$ cat src/rtl/hazard_detect_unit.sv
// Hazard detection for the non-forwarding five-stage pipeline.
// Shadow scoreboard of in-flight rd plus saturating stall/flush counters.
module hazard_detect_unit #(
  parameter int WB_BYPASS = 1,
  parameter int CNT_W     = 16
) (
  input  logic             clk_i,
  input  logic             rst_i,
  input  logic             id_valid_i,
  input  logic [4:0]       id_rs1_addr_i,
  input  logic             id_rs1_used_i,
  input  logic [4:0]       id_rs2_addr_i,
  input  logic             id_rs2_used_i,
  input  logic [4:0]       id_rd_addr_i,
  input  logic             id_rd_wren_i,
  input  logic             ex_br_taken_i,
  output logic [1:0]       hazard_op_o,
  output logic [CNT_W-1:0] stall_cnt_o,
  output logic [CNT_W-1:0] flush_cnt_o
);

  typedef struct packed {
    logic       v;
    logic [4:0] rd;
  } sb_ent_t;

  localparam logic [1:0] HZ_NONE = 2'd0;
  localparam logic [1:0] HZ_DATA = 2'd1;
  localparam logic [1:0] HZ_CTRL = 2'd2;

  localparam logic [CNT_W-1:0] CNT_MAX = '1;
  localparam logic [CNT_W-1:0] CNT_ONE = CNT_W'(1);

  sb_ent_t sb_ex;
  sb_ent_t sb_mem;
  sb_ent_t sb_wb;
  sb_ent_t id_ent;

  logic rs1_hit;
  logic rs2_hit;
  logic data_hit;

  function automatic logic src_hit(
    input logic       used,
    input logic [4:0] addr,
    input sb_ent_t    ent
  );
    return used && (addr != 5'd0)
      && ent.v && (ent.rd == addr);
  endfunction

  // A source hits if any compared scoreboard entry holds it.
  always_comb begin
    rs1_hit = src_hit(id_rs1_used_i, id_rs1_addr_i, sb_ex)
      || src_hit(id_rs1_used_i, id_rs1_addr_i, sb_mem)
      || ((WB_BYPASS == 0)
        && src_hit(id_rs1_used_i, id_rs1_addr_i, sb_wb));
    rs2_hit = src_hit(id_rs2_used_i, id_rs2_addr_i, sb_ex)
      || src_hit(id_rs2_used_i, id_rs2_addr_i, sb_mem)
      || ((WB_BYPASS == 0)
        && src_hit(id_rs2_used_i, id_rs2_addr_i, sb_wb));
    data_hit = id_valid_i && (rs1_hit || rs2_hit);
  end

  // Priority: reset, then control flush, then data stall.
  always_comb begin
    hazard_op_o = HZ_NONE;
    priority case (1'b1)
      rst_i:         hazard_op_o = HZ_NONE;
      ex_br_taken_i: hazard_op_o = HZ_CTRL;
      data_hit:      hazard_op_o = HZ_DATA;
      default:       hazard_op_o = HZ_NONE;
    endcase
  end

  // Entry the ID instruction would leave in ID/EX if it advances.
  always_comb begin
    id_ent.v  = id_valid_i && id_rd_wren_i
      && (id_rd_addr_i != 5'd0);
    id_ent.rd = id_rd_addr_i;
  end

  // Scoreboard shifts with the pipeline; stalls and flushes insert a bubble.
  always_ff @(posedge clk_i) begin
    if (rst_i) begin
      sb_ex  <= '0;
      sb_mem <= '0;
      sb_wb  <= '0;
    end else begin
      sb_wb  <= sb_mem;
      sb_mem <= sb_ex;
      if (hazard_op_o == HZ_NONE) begin
        sb_ex <= id_ent;
      end else begin
        sb_ex <= '0;
      end
    end
  end

  // Saturating performance counters.
  always_ff @(posedge clk_i) begin
    if (rst_i) begin
      stall_cnt_o <= '0;
      flush_cnt_o <= '0;
    end else begin
      if ((hazard_op_o == HZ_DATA) && (stall_cnt_o != CNT_MAX)) begin
        stall_cnt_o <= stall_cnt_o + CNT_ONE;
      end
      if ((hazard_op_o == HZ_CTRL) && (flush_cnt_o != CNT_MAX)) begin
        flush_cnt_o <= flush_cnt_o + CNT_ONE;
      end
    end
  end

endmodule

$ cat config.mk
export PLATFORM = sky130hd
export DESIGN_NAME = hazard_detect_unit
export DESIGN_NICKNAME = d
export VERILOG_FILES = /design/src/rtl/hazard_detect_unit.sv
export SDC_FILE = /design/constraint.sdc
export NUM_CORES = 1
export LEC_CHECK = 0
export BUFFER_PORTS_ARGS = -buffer_cell sky130_fd_sc_hd__buf_2
export CAP_MARGIN = 20
export CORE_MARGIN = 3
export CORE_UTILIZATION = 45
export DETAILED_ROUTE_END_ITERATION = 8
export PLACE_DENSITY = 0.7
export SYNTH_ARGS = -nofsm -noshare
export SYNTH_HDL_FRONTEND = slang
export SYNTH_SLANG_ARGS = --single-unit
$ cat constraint.sdc
create_clock -name clk_i -period 2.7 [get_ports clk_i]
set_clock_uncertainty 0.15 [all_clocks]
set_input_delay 0.405 -clock clk_i [delete_from_list [all_inputs] [get_ports clk_i]]
set_output_delay 0.405 -clock clk_i [all_outputs]
set_load 0.05 [all_outputs]
### Word-level counts from Yosys, hierarchy flattened

Index checks and enable logic that the tools add are counted.

| word-level totals | value |
|---|---|
| flip-flop bits (word level) | 44 |
| output and inout bits | 34 |
| word-level logic and storage cells | 43 |

| operators by class | value |
|---|---|
| add/sub/neg operators | 2 |
| equality and inequality tests | 8 |
| mux-type cells | 3 |
| bitwise operators | 1 |
| reductions and logical operators | 23 |

Operators with widths:

| kind | number |
|---|---|
| $add A16 B1 Y16 const B | 2 |
| $ne A16 B16 Y1 const B | 2 |
| $eq A5 B5 Y1 | 4 |
| $logic_and A1 B1 Y1 | 15 |
| $reduce_bool A5 Y1 | 3 |
| $mux W2 | 2 |
| $logic_or A1 B1 Y1 | 3 |
| $eq A2 B1 Y1 const B | 1 |
| $eq A2 B2 Y1 const B | 1 |
| $logic_not A2 Y1 | 1 |
| $reduce_or A2 Y1 | 1 |
| $mux W1 | 1 |
| $not A1 Y1 | 1 |

### Longest topological paths before layout

Gate-level depths: netlist of run 1.

| depth | value |
|---|---|
| depth in word-level cells | 13 |
| depth in mapped cells | 9 |
| depth with buffers taken out | 7 |

### Worst setup path before layout of run 1

No wires, ideal clock.

| timing | value |
|---|---|
| kind | register -> register |
| start point | register stall_cnt_o[0] |
| end point | register stall_cnt_o[5] |
| library setup time | 0.121 ns |
| arrival time | 2.443 ns |
| path slack | -0.015 ns |
| cell stages (with the launch flop) | 9 |
| path through | dfxtp_1 ha_1 nand3_2 nor4_2 nand2_1 a32oi_2 buf_6 nor3_1 mux2_4 |

| on the way | value |
|---|---|
| cells in the longest elaborated chain, start to end | 2 |
| elaborated cells between the ends (all ways) | 3 |

Ends and longest elaborated chain:

| element | RTL line | text |
|---|---|---|
| start, declared | 18 | `output logic [CNT_W-1:0] stall_cnt_o,` |
| start signal, assigned | 107 | `stall_cnt_o <= stall_cnt_o + CNT_ONE;` |
| branches (longest 2 deep; another with $add A16 B1 Y16) | n/a |  |

Parallel ways; which one is timed is not known.
A chain may end at the register's enable or synchronous reset.

### Worst setup path in the final report of run 1

Same ends and word-level chain as after synthesis.

==> out/results.txt, run 1 <==
The tools report the number of setup buffers added after CTS as 0. Delay of the slowest critical-path stage: 0.40 ns. The switching part of the total works out to 23.4%.

The CTS clock-pin slew for the worst setup and hold paths is 0.08 ns, and the H-tree depth is 2. TritonCTS built the clock tree. Yosys printed 0 warnings. The biggest area contributor in the post-synthesis netlist is dfxtp_1. The highest layer touched by signal routing is met4. The run gives 266 µm as the detailed route wirelength on metal3.

The number of global-route vias before repair was 1919. For the net switching component of the power, the log shows 297 µW. The maximum number of pins on one net before global-route repair was 44; the height of the chip was 75.7 µm. The commonest cells after synthesis are dfxtp_1, xnor2_1, nand2_1.

Across every metal layer, demand over resource in global routing totals 18.9%. The signal arrival time at the worst endpoint is 2.45 ns. The run gives 5730 µm² as the area of the die. The worst hold path begins at id_rd_addr_i[0]. After layout, the minimum clock period comes to 2.41 ns.

Area of the placeable core: 4530 µm². In the post-synthesis netlist, the biggest area contributors are dfxtp_1, xnor2_1, nor2b_1, xor2_1, a21oi_1. In this run, CTS created clock tree buffers numbering 5. Cell class contributing the biggest share of worst-path delay: simple AND/OR/NAND/NOR gates. The effective utilization at floorplan is 48.2%, and the worst-margin pin slew is 0.567 ns. The number of storage elements in the synthesis netlist works out to 44.

Hold is met by 0.163 ns. The headroom to the max-slew limit is 61.7%, and the count of distinct cell types in the synthesized netlist is 43. The critical path is of the reg2reg type. In the final layout, the share of cells above drive strength 1 is 26.5%. The tools report the peak supply drop as 266 µV.

The share of the clock period used by the worst path after layout was 89.1%; the maximum count of clock buffers along a single path was 2. STA classifies the critical path endpoint as a flip-flop. The logs give 24 for the row count and 4970 µm for the total wirelength of the detailed-routed design. The logs give 0 for the residual antenna-violating net count after detailed routing and 92 for the number of DRC markers after the initial detailed-route iteration. After the flow finishes, the layout carries non-filler instances totaling 375. The first global-routing pass estimated 8420 µm of wire. The TritonCTS sink count is 44, and the filler cell count is 426. Measured in cells, the most critical reg-to-reg path has a length of 9. The initial antenna violation count came out at 0. The count of cells along the worst hold path is 2, and the residual DRC count is 0. The run finished with clean final reports.

The tightest min-delay check is of the in2reg type. The run gives 0.866 as the final RePlAce weighted congestion. 56 I/O pins were placed. In this run the critical register-to-register path is launched from stall_cnt_o[0]$_SDFFE_PP0P_. The portion of total power attributed to sequential cells is 52.5%.

For the internal power, the log shows 972 µW. The tools report the synthesized cell area as 2190 µm². Across all register-to-register paths, the minimum setup slack is 0.29 ns. The critical path goes through ha_1 -> nand3_2 -> nor4_2 -> buf_4 -> nand2_1 -> a32oi_2 -> buf_4 -> nor3_1 -> mux2_4.

The number of hold buffers added after CTS was 0. Of all flip-flops after synthesis, the portion carrying an async set or reset was 0%. The tools report the instance area after placement as 2550 µm².

Together, buffers and inverters on the worst path number 2. The peak fanout along the critical path is 12, and the routed length on met2 is 2330 µm. The relative area change from synthesis to final layout was 21.6%. The cell count after placement was 367. The proportion of power drawn by combinational gates was 7.6%.

Setup repair after global routing left no endpoint under its margin. In the final routed layout, each cell accounts on average for 13.2 µm. The clock network power share was 39.9%. Final hold violation count: 0.

For this run, the top clock speed supported by timing is 416 MHz. When the netlist entered floorplanning its net count stood at 273. The logs give 0 for the max-slew violation count and 0.29 ns for the clock insertion delay at the later pin of the skew report. Max-cap violations in this run came to 0.

The first TritonRoute pass finished after 4 iterations. The cell area after layout came out at 2660 µm². The port buffer count works out to 55.

The sum of net half-perimeters after detailed placement was 3660 µm. Among all stages on the critical path, the largest delay is contributed by dfxtp_2. STA classifies the critical path startpoint as a flip-flop. 0 antenna diodes ended up in the layout.

The endpoint identified for the worst register-to-register timing path is stall_cnt_o[5]$_SDFFE_PP0P_. For this design the static power due to leakage is 0.00104 µW. The synthesized area per cell was 8.78 µm². Adding up every negative setup slack in the final design gives 0 ns.

After synthesis, the largest area contributor takes up 40.3% of total cell area. Using the TritonRoute via totals, the vias-per-cell ratio works out to 5.40. The routed length on met1 was 2290 µm; the total of cells resized after clock tree synthesis was 0. The floorplan step set the die width to 75.7 µm. Register area share after synthesis: 40.3%.

The most frequent cell after synthesis was dfxtp_1. Clock tree synthesis selected as its root buffer the cell clkbuf_8. Counting every instance in the synthesized netlist gives 249.

The number of nets in the finished design was 333. The path with the worst hold slack has its endpoint at sb_ex[0]$_SDFF_PP0_. The global route total overflow is 0, and the final setup violation count is 0. The most used flip-flop cell after synthesis was dfxtp_1. The number of synthesized flops with an enable pin was 0; the vias after detailed routing was 2025.

At the worst endpoint, the required time is 2.74 ns. The dominant cell type by count on the critical path was buf_4. For this design the ratio of total power to cell area is 477 nW/µm².
==> cell usage in the layout (no fill, tap or decap), types with 2 or more instances in the layout <==
cell / n
buf_2: 55
dfxtp_1: 42
xnor2_1: 21
nand2_1: 20
nor2_1: 18
a21oi_1: 15
nor2b_1: 13
nand3_1: 12
nand4_1: 11
or3_1: 11
xor2_1: 9
and2_1: 7
o21ai_1: 7
buf_4: 7
and3_1: 5
o21ai_0: 5
clkbuf_8: 5
or4_1: 4
inv_1: 4
mux2_2: 3
and4_1: 3
o22ai_1: 2
o311a_1: 2
a311oi_1: 2
o31ai_1: 2
nor3_1: 2
ha_1: 2
dfxtp_2: 2
==> layout make-up <==
| type | count | area [µm²] | area share (%) |
|---|---|---|---|
| multi-input combinational | 192 | 1240 | 46.6 |
| clock inverter | 3 | 42.5 | 1.60 |
| inverter | 4 | 15.0 | 0.565 |
| clock buffer | 5 | 68.8 | 2.59 |
| tap | 65 | 81.3 | 3.06 |
| sequential | 44 | 883 | 33.2 |
| timing repair buffer | 62 | 328 | 12.3 |
==> worst max-delay path by stage <==
stage | slack, ns | from | end | cells past startpoint
finish | 0.29 | stall_cnt_o[0]$_SDFFE_PP0P_ | stall_cnt_o[5]$_SDFFE_PP0P_ | 9
floorplan | 0.02 | rst_i | flush_cnt_o[15]$_SDFFE_PP0P_ | 6
global route | 0.15 | stall_cnt_o[0]$_SDFFE_PP0P_ | stall_cnt_o[5]$_SDFFE_PP0P_ | 9
global placement | 0.26 | id_rs2_addr_i[0] | stall_cnt_o[5]$_SDFFE_PP0P_ | 8
detailed placement | 0.24 | id_rs2_addr_i[0] | stall_cnt_o[5]$_SDFFE_PP0P_ | 8
CTS | 0.28 | stall_cnt_o[0]$_SDFFE_PP0P_ | stall_cnt_o[5]$_SDFFE_PP0P_ | 9
==> power groups by stage <==
stage	Sequential (µW)	Clock [µW]	Combinational (µW)
after floorplan	690	0	50.2
after global placement	682	0	94.3
after detailed placement	682	0	96.3
after CTS	667	519	96.6
after global routing	668	551	106
final	666	506	96.1
==> worst register-to-register path, stage by stage, from the launching register on <==
cell	delay [ns]
dfxtp_2	0.40
ha_1	0.20
nand3_2	0.11
nor4_2	0.29
buf_4	0.17
nand2_1	0.07
a32oi_2	0.30
buf_4	0.24
nor3_1	0.08
mux2_4	0.29
==> per-layer routing <==
layer / GRT usage, % / vias to the layer above
met4: 6.80 / 0
met2: 30.5 / 63
met3: 5.01 / 10
met5: 0 / -
met1: 24.2 / 941
li1: - / 1011
==> per-stage QoR <==
step | utilization [%] | total power (µW) | setup WS [ns]
finish | 58.6 | 1270 | 0.295
CTS | 58.6 | 1280 | 0.285
detailed placement | 56.2 | 778 | 0.236
floorplan | - | 740 | 0.0233
global route | 58.6 | 1320 | 0.149
global placement | 56.2 | 776 | 0.260
==> state kept, by name, indices dropped and copies added (netlist names) <==
register	count
sb_ex	6
flush_cnt_o	16
stall_cnt_o	16
sb_mem	6
==> kinds of logic (layout without fill, tap and decap cells) <==
family	count (synthesis)	after routing	synth area share (%)
and+or+nand+nor	115	115	29.5
DFF	44	44	40.3
AOI/OAI and AO/OA	41	41	11.8
xor gates and xnor gates	30	30	12.0
buffers and inverters	13	74	3.03
muxes	4	4	2.23
adders and majority gates	2	2	1.14
Power figures use the tool's default switching activity.
==> inputs of run 2 (changes only) <==
--- a/config.mk
+++ b/config.mk
@@ -5,12 +5,14 @@
 export SDC_FILE = /design/constraint.sdc
 export NUM_CORES = 1
 export LEC_CHECK = 0
+export ABC_AREA = 1
 export BUFFER_PORTS_ARGS = -buffer_cell sky130_fd_sc_hd__buf_2
 export CAP_MARGIN = 20
 export CORE_MARGIN = 3
 export CORE_UTILIZATION = 45
 export DETAILED_ROUTE_END_ITERATION = 8
-export PLACE_DENSITY = 0.7
+export HOLD_SLACK_MARGIN = 0.08
+export PLACE_DENSITY = 0.68
 export SYNTH_ARGS = -nofsm -noshare
 export SYNTH_HDL_FRONTEND = slang
 export SYNTH_SLANG_ARGS = --single-unit
==> run 2 against run 1 <==
Cell count rose by 42%. Sequential share of layout area fell by 3.8 points. Fmax fell by 0.48%. Largest cell class unchanged. Largest power group unchanged. Highest routed layer unchanged.
==> out/results.txt, run 2 <==
The wire length per cell after detailed routing was 11.1 µm (-16%); the headroom to the max-slew limit was 70.9% (+9.1 points). The tools report the area of the die as 6630 µm² (+16%). By area, the combinational part of the netlist is dominated by simple AND/OR/NAND/NOR gates. Most frequent cell after synthesis: nand2_1. The synthesized area per cell is 6.32 µm² (-28%), and the delay of the slowest critical-path stage is 0.39 ns (about the same). The CTS root buffer was clkbuf_8.

The most used flip-flop cell after synthesis is dfxtp_1. The worst-margin pin slew works out to 0.437 ns (-0.130 ns). The footprint of the flip-flops and latches is 881 µm² (-0.28%).

The startpoint class of the critical path is a flip-flop. The number of setup buffers added after CTS came out at 0 (unchanged). The CTS clock-pin slew for the worst setup and hold paths came out at 0.08 ns (about the same). H-tree depth: 2 (unchanged). The synthesized net count was 429 (+57%).

The logs give 2560 µm² (+17%) for the synthesized cell area and 26 (+8.3%) for the row count. The sum of net half-perimeters after detailed placement was 4610 µm (+26%); the wire length of the first global-routing pass was 10200 µm (+21%). The run gives 405 (+63%) as the synthesized instance count. The run gives 0 (unchanged) as the number of maximum-capacitance constraint violations. The filler cell count came out at 538 (+26%). The slowest stage of the critical path is the dfxtp_1 cell. Among the stages of the critical path, the cell type that occurs most often is nand2_1. For the total of hold buffers inserted after clock tree synthesis, the log shows 0 (unchanged). The ratio of total power to cell area is 427 nW/µm² (-11%), and the residual DRC count is 0 (unchanged). The flow ran to the end, and the final reports show no timing, DRC or antenna violations. Die span in x: 81.4 µm (+7.5%). The run gives 19.4% (+0.54 points) as the global-route usage over all layers. Simple logic cell fraction of the synthesized area: 42.4% (+13 points). The share of the clock period used by the worst path after layout is 89.5% (+0.43 points). The async set or reset register ratio after synthesis was 0% (unchanged). The global route total overflow was 0 (unchanged). The via-per-instance ratio is 4.79 (-11%). The number of DRC markers after the initial detailed-route iteration is 123 (+34%), and the max-slew violation count is 0 (unchanged). The shortest period the worst path allows is 2.42 ns (+0.0116 ns). For the number of global-route vias before repair, the log shows 2337 (+22%).

The synthesized design spends more area on one cell type than any other, namely dfxtp_1. Relative to the synthesized area, the layout overhead comes to 16.8%. The final setup TNS is 0 ns (unchanged), and the synthesized-area fraction occupied by xor and xnor cells is 0.685% (-11 points). TritonCTS built the clock tree. Ranked by instance count, the synthesized netlist is headed by nand2_1, inv_1, nor2_1. The run gives 1330 µm² (+7.6%) as the multi-input logic area. The tools report the launch point of the critical path as sb_ex[4]$_SDFF_PP0_. The tools report the total wirelength of the detailed-routed design as 5910 µm (+19%). The run gives 56.4% (-2.3 points) as the core occupancy in the finished layout. The maximum number of pins on one net before global-route repair is 23 (-48%), and the highest clock rate is 414 MHz (-0.48%).

The tools report the launch point of the worst hold path as id_rd_addr_i[1]. Sorting the synthesized cells by area gives the leading types as dfxtp_1, nand2_1, inv_1, nor2_1, nand4_2. Final RePlAce weighted congestion: 0.905 (+4.6%). The share of the synthesized area in the top cell type is 34.4% (-5.8 points).

The library cell used most frequently in the layout, excluding fill and tap cells, is nand2_1. For the static power due to leakage, the log shows 0.00144 µW (+38%). Startpoint of the lowest-slack register-to-register path: stall_cnt_o[0]$_SDFFE_PP0P_. The tools report the maximum count of clock buffers along a single path as 2 (unchanged). For the total of cells resized after clock tree synthesis, the log shows 0 (unchanged). The final setup violation count came out at 0 (unchanged). The critical path in this run is classified as reg2out.

The port buffer count was 55 (unchanged); the number of storage elements in the synthesis netlist was 44 (unchanged). Peak supply drop: 218 µV (-18%). The final hold violation count is 0 (unchanged), and the multiplexer share of the synthesized area is 0% (-2.2 points). The register area share after synthesis was 34.4% (-5.8 points); the number of CTS-inserted buffers was 5 (unchanged). The tools report the length of the first detailed-routing pass in iterations as 4 (unchanged).

Walking the worst path, the cells encountered are inv_1 -> nand2_1 -> nand2_1 -> nor2_1 -> nand3_1 -> nand2_1 -> nand2_2 -> nand2_4 -> nand2_1 -> inv_2 -> buf_2. The path class of the tightest hold or removal check is in2reg. The tools report the clock insertion delay at the later pin of the skew report as 0.29 ns (about the same).

The fraction of layout cells with a size suffix above 1 is 19.7% (-6.8 points), and the count of distinct cell types in the synthesized netlist is 32 (-26%). The TritonCTS sink count came out at 44 (unchanged). The total chip power is 1280 µW (+0.58%). The library cells used most frequently in the layout, excluding fill and tap cells, are nand2_1, inv_1, nor2_1. Area of the placeable core: 5300 µm² (+17%).

Setup repair after global routing left no endpoint under its margin. The tools report the initial antenna violation count as 0 (unchanged). STA classifies the critical path endpoint as an output port. The tools report the top-level port count as 56 (unchanged). The number of synthesized flops with an enable pin was 0 (unchanged). In the final layout, the registers with the most flip-flops are flush_cnt_o: 16 flops, stall_cnt_o: 16 flops. The height of the chip is 81.4 µm (+7.5%). The tools report the signal arrival time at the worst endpoint as 1.86 ns (-0.59 ns). Effective utilization at floorplan: 48.3% (about the same).

For the number of nets in the finished design, the log shows 486 (+46%). The peak fanout along the critical path came out at 14 (+2). The residual antenna-violating net count after detailed routing is 0 (unchanged), and the total number of yosys warnings is 0 (unchanged). The data required time at the worst endpoint was 2.14 ns (-0.60 ns); the adder-cell area share of the yosys netlist was 0.978% (-0.17 points). The vias after detailed routing was 2551 (+26%).

The antenna diode count is 0 (unchanged). The compound-gate portion of the synthesized area was 8.02% (-3.8 points).
-- run 2: metal layers --
layer | wire length [µm] | global-route usage [%] | up-vias
li1 | - | - | 1372
met3 | 311 | 4.21 | 8
met5 | 0 | 0 | -
met4 | 83 | 6.59 | 0
met2 | 2640 | 30.5 | 58
met1 | 2880 | 26.2 | 1113
-- run 2: worst paths after layout --
path	to	cells after the start	slack, ns
worst max-delay path	hazard_op_o[0]	11	0.28
worst min-delay path	sb_ex[1]$_SDFF_PP0_	3	0.20
worst max register to register	stall_cnt_o[0]$_SDFFE_PP0P_	9	0.60
worst min register to register	sb_mem[5]$_SDFF_PP0_	2	0.30
-- run 2: kinds of logic after synthesis --
| logic type | Yosys count |
|---|---|
| AND/OR/NAND/NOR | 237 |
| XOR/XNOR | 2 |
| buffers and inverters | 84 |
| adder cells (fa/ha/maj) | 2 |
| AO/OA/AOI/OAI | 36 |
| flip-flops | 44 |
-- run 2: report_power, final --
group / total [µW] / switching [µW] / internal (µW)
combinational: 117 / 77.0 / 40.3
sequential: 664 / 7.38 / 657
clock: 495 / 220 / 275
total: 1280 / 304 / 972
-- run 2: worst max-delay path, delay by kind of cell (launching register included) --
family / cells / cell delay (ns)
AND/OR/NAND/NOR: 8 / 0.74
buffers and inverters: 3 / 0.44
flip-flops: 1 / 0.39
-- run 2: area by class of cell --
class | instances | area share [%]
sequential | 44 | 29.5
tap | 70 | 2.93
inverter | 77 | 9.67
clock buffer | 6 | 2.43
multi-input combinational | 277 | 44.6
clock inverter | 2 | 1.17
timing repair buffer | 57 | 9.71
-- run 2: per-stage QoR --
step,area [µm²],instances,setup slack (ns),hold WS (ns)
after floorplan,2560,405,0.529,0.266
after global placement,2880,525,0.493,0.285
after detailed placement,2880,525,0.448,0.286
after CTS,2990,533,0.278,0.177
after global routing,2990,533,0.0695,0.183
final,2990,533,0.283,0.197
